$ cat config.mk
export PLATFORM = sky130hd
export DESIGN_NAME = bcd_7seg_scan
export DESIGN_NICKNAME = d
export VERILOG_FILES = /design/src/rtl/bcd_7seg_scan.sv
export SDC_FILE = /design/constraint.sdc
export NUM_CORES = 1
export LEC_CHECK = 0
export ABC_AREA = 1
export BUFFER_PORTS_ARGS = -buffer_cell sky130_fd_sc_hd__buf_4
export CORE_ASPECT_RATIO = 0.9
export CORE_MARGIN = 3
export CORE_UTILIZATION = 50
export CTS_BUF_LIST = sky130_fd_sc_hd__clkbuf_8
export DETAILED_ROUTE_END_ITERATION = 6
export GPL_TIMING_DRIVEN = 0
export PLACE_DENSITY = 0.76
export SYNTH_ARGS = -nofsm -noshare
export SYNTH_HDL_FRONTEND = slang
export SYNTH_SLANG_ARGS = --single-unit
$ cat constraint.sdc
create_clock -name clk -period 1.56 [get_ports clk]
set_input_delay 0.156 -clock clk [delete_from_list [all_inputs] [get_ports clk]]
set_output_delay 0.156 -clock clk [all_outputs]
set_load 0.005 [all_outputs]
$ cat src/rtl/bcd_7seg_scan.sv
// Four-digit multiplexed 7-segment driver for packed BCD.
// Captures a packed BCD word on a strobe, scans the digits ones->thousands
// with one dark cycle at the end of every slot to suppress ghosting, blanks
// leading zeros on request and flags any non-decimal digit.
module bcd_7seg_scan #(
    parameter int SCAN_DIV = 50000
) (
    input  logic        clk,
    input  logic        rst,
    input  logic [15:0] packed_bcd,
    input  logic        bcd_valid,
    input  logic        blank_lz,
    output logic [3:0]  an,
    output logic [6:0]  seg,
    output logic        err
);

    localparam int              CNT_W   = (SCAN_DIV > 2) ? $clog2(SCAN_DIV) : 1;
    localparam logic [CNT_W-1:0] CNT_MAX = CNT_W'(SCAN_DIV - 1);

    localparam logic [3:0] AN_OFF  = 4'b1111;
    localparam logic [6:0] SEG_OFF = 7'h7F;

    logic [15:0]      cap_reg;
    logic [CNT_W-1:0] cnt_reg;
    logic [1:0]       idx_reg;
    logic [3:0]       an_reg;
    logic [6:0]       seg_reg;
    logic             err_reg;

    // Per-digit views of the captured word.
    logic [3:0] digit   [4];
    logic [3:0] is_zero;
    logic [3:0] is_bad;
    logic [3:0] lz_from;   // lz_from[k]: digits k..3 are all zero

    genvar gi;
    generate
        for (gi = 0; gi < 4; gi++) begin : g_digit
            assign digit[gi]   = cap_reg[gi*4 +: 4];
            assign is_zero[gi] = (digit[gi] == 4'd0);
            assign is_bad[gi]  = (digit[gi] > 4'd9);
            assign lz_from[gi] = &is_zero[3:gi];
        end
    endgenerate

    // Common-anode, active-low segment patterns {g,f,e,d,c,b,a}; A-F show a dash.
    function automatic logic [6:0] seg_decode(input logic [3:0] d);
        logic [6:0] s;
        case (d)
            4'd0:    s = 7'h40;
            4'd1:    s = 7'h79;
            4'd2:    s = 7'h24;
            4'd3:    s = 7'h30;
            4'd4:    s = 7'h19;
            4'd5:    s = 7'h12;
            4'd6:    s = 7'h02;
            4'd7:    s = 7'h78;
            4'd8:    s = 7'h00;
            4'd9:    s = 7'h10;
            default: s = 7'h3F;
        endcase
        return s;
    endfunction

    logic       tick;
    logic       blank_now;
    logic [3:0] cur_digit;
    logic [3:0] an_lit;

    assign tick      = (cnt_reg == CNT_MAX);
    assign cur_digit = digit[idx_reg];
    // Digit 0 is never blanked; an invalid digit is non-zero so it stops blanking.
    assign blank_now = blank_lz && (idx_reg != 2'd0) && lz_from[idx_reg];
    assign an_lit    = ~(4'b0001 << idx_reg);

    // Capture register and error flag (flag follows cap one edge later).
    always_ff @(posedge clk) begin
        if (rst) begin
            cap_reg <= 16'h0000;
            err_reg <= 1'b0;
        end else begin
            if (bcd_valid) begin
                cap_reg <= packed_bcd;
            end
            err_reg <= |is_bad;
        end
    end

    // Slot prescaler and digit index; index steps on the tick edge.
    always_ff @(posedge clk) begin
        if (rst) begin
            cnt_reg <= '0;
            idx_reg <= 2'd0;
        end else begin
            if (tick) begin
                cnt_reg <= '0;
                idx_reg <= idx_reg + 2'd1;
            end else begin
                cnt_reg <= cnt_reg + 1'b1;
            end
        end
    end

    // Registered display drive: dark on tick or blanked digit, else lit digit.
    always_ff @(posedge clk) begin
        if (rst) begin
            an_reg  <= AN_OFF;
            seg_reg <= SEG_OFF;
        end else if (tick || blank_now) begin
            an_reg  <= AN_OFF;
            seg_reg <= SEG_OFF;
        end else begin
            an_reg  <= an_lit;
            seg_reg <= seg_decode(cur_digit);
        end
    end

    assign an  = an_reg;
    assign seg = seg_reg;
    assign err = err_reg;

endmodule

==> impl_metrics.env <==
export IMPL_placed_cells=379
export IMPL_fin_cells=403
export IMPL_insertion_delay_ns=0.29
export IMPL_cellPowerDensity_nw_per_um2=852.4
export IMPL_tns_ns=0
export IMPL_most_common_layout_cells="nand2_1 (63), nor2_1 (45), buf_4 (45)"
export IMPL_rsz0062_at_grt="yes"
export IMPL_syn_avg_cell_area_um2=7.249
export IMPL_drv_cap=0
export IMPL_clk_pin_slew_ns=0.08
export IMPL_drc=0
export IMPL_cts_inserted_buffers=5
export IMPL_timing_slew_headroom=0.7080
export IMPL_start_util=0.5285
export IMPL_startpoint_type="register"
export IMPL_nFillCells=342
export IMPL_final_max_slew_viol_count=0
export IMPL_num_vias=1988
export IMPL_synth_top_cell_area_share=0.4220
export IMPL_outcome="completed"
export IMPL_max_freq_ghz=0.6634
export IMPL_end_kind="register"
export IMPL_dp_hpwl_um=3100
export IMPL_io_pins=32
export IMPL_die_area_um2=5194
export IMPL_synth_top_cell_by_area="dfxtp_1"
export IMPL_crit_fanout=6
export IMPL_num_rows=22
export IMPL_pre_cts_ws_ns=-0.1498
export IMPL_cts_buffer_depth=2
export IMPL_core_um2=4129
export IMPL_ys_seq_area_frac=0.4220
export IMPL_hold_viol=0
export IMPL_grt_first_pass_wirelength_um=7189
export IMPL_wire_per_inst_um=11.28
export IMPL_power_uw=2359
export IMPL_cts_root_buffer="clkbuf_8"
export IMPL_cp_data_arrival_time_ns=1.67
export IMPL_final_antenna_net_count=0
export IMPL_place_area_um2=2467
export IMPL_die_h_um=68.67
export IMPL_area_growth_pct=26.83
export IMPL_synthCells=301
export IMPL_final_common_cell="nand2_1"
export IMPL_grt_max_degree=14
export IMPL_synthTopCellsByArea="dfxtp_1 (42%), nand2_1 (12%), nor2_1 (8.3%)"
export IMPL_grtUsageTotal=0.1776
export IMPL_place_congestion=0.9074
export IMPL_hold_class="input port to register"
export IMPL_vdd_drop_max_mv=0.6521
export IMPL_cts_htree_levels=2
export IMPL_cts_tree="done"
export IMPL_synth_fp_nets=331
export IMPL_worstPathRequired_ns=1.72
export IMPL_ys_warn_count=0
export IMPL_antenna_found_initial=0
export IMPL_grt_pass1_vias=1680
export IMPL_ys_ff_latch=46
export IMPL_insertedDiodeCount=0
export IMPL_skew_ns=0.006780
export IMPL_gr_total_overflow=0
export IMPL_setup_violations=0
export IMPL_worst_slack_ns=0.05254
export IMPL_port_buffers=30
export IMPL_final_layout_size_suffix_gt1_frac=0.2563
export IMPL_critPathKind="register to register"
export IMPL_die_x_um=75.64
export IMPL_layout_nets=384
export IMPL_yosysUniqueCellTypes=27
export IMPL_drtPass1Iterations=4
export IMPL_design_area_um2=2768
export IMPL_total_leakage_power_uw=0.001226
export IMPL_final_period_utilization=0.9663
export IMPL_drt_iter0_markers=133
export IMPL_syn_cell_area_um2=2182
export IMPL_min_period_ns=1.507
export IMPL_routed_wirelength_um=4547
export IMPL_vias_per_cell=4.933
export IMPL_cts_sinks=46
export IMPL_worstMarginPinSlew_ns=0.4379
## cells by family (layout without fill, tap and decap cells)
family          count (synthesis)  after routing  synth area share
fa+ha+maj                      10             10           0.05734
simple gates                  164            164            0.3331
compound gates                 36             36           0.08601
buf+inv                        40             94           0.08142
flops                          46             46            0.4220
xor+xnor                        5              5           0.02007
## critical path: stages (launching register included)
cell and delay [ns]:
dfxtp_4 0.38, inv_4 0.04, buf_6 0.13, nand2_1 0.07, nand3_2 0.08, nand2_2 0.11
inv_1 0.07, ha_1 0.16, nand3b_1 0.16, nand3_1 0.10, nand4_1 0.08
## final timing paths
path	cells after the start	from	slack (ns)	to
max	10	idx_reg[0]	0.05	seg[5]
min	2	rst	0.07	idx_reg[1]
max reg2reg	10	idx_reg[0]	0.05	seg[5]
min reg2reg	1	cnt_reg[0]	0.42	cnt_reg[0]
## where the power goes
| part | switching, uW | internal (uW) | leakage (uW) | total [uW] |
|---|---|---|---|---|
| registers | 31.2 | 1230 | 0.000380 | 1260 |
| logic | 147 | 138 | 0.000788 | 285 |
| clock network | 368 | 447 | 0.0000575 | 815 |
## per-layer routing
layer | track usage | up-vias | share of wire
met5 | 0 | - | 0
met4 | 0.06550 | 0 | 0.0053
met3 | 0.04493 | 2 | 0.052
met2 | 0.2737 | 46 | 0.44
met1 | 0.2394 | 880 | 0.50
li1 | - | 1060 | -
## through the flow
| stage | hold slack (ns) | utilization |
|---|---|---|
| final | 0.06948 | 0.6703 |
| after global routing | 0.06453 | 0.6703 |
| after CTS | 0.04050 | 0.6303 |
| after detailed placement | 0.3626 | 0.5976 |
| after global placement | 0.3611 | 0.5976 |
| after floorplan | 0.2251 | - |
## Yosys cell counts
cell      count
nand3b_1      3
nand2_2       4
nor2_1       48
buf_6         2
nand2_4       1
xor2_1        3
dfxtp_1      46
o22ai_1       1
buf_2         1
inv_1        30
nor2_4        1
o21ai_0      17
or2_2         1
clkbuf_1      3
a21oi_1      16
buf_8         1
nand3_1      22
inv_2         3
nand3_2       2
nor2_2        4
nor3_1        4
nand2_1      67
a21oi_2       1
nand4_1       7
xnor2_1       2
a21boi_0      1
ha_1         10
## area by class of cell
type / count / area (um^2) / area share
Buffer: 7 / 57.56 / 0.02080
Clock buffer: 8 / 110.1 / 0.03978
Inverter: 33 / 126.4 / 0.04566
Multi-Input combinational cell: 215 / 1141 / 0.4123
Sequential cell: 46 / 929.6 / 0.3359
Tap cell: 48 / 60.06 / 0.02170
Timing Repair Buffer: 46 / 342.8 / 0.1239
## repair_timing
action                                  in CTS  in global routing
hold buffers                                 0                  0
buffers inserted                             2                 13
endpoints found under the hold margin        0                  0
gates cloned                                 0                  1
endpoints found under the setup margin      11                 22
pin swaps                                    1                  6
gates resized for setup                      5                 18
(Power assumes the default switching activity.)
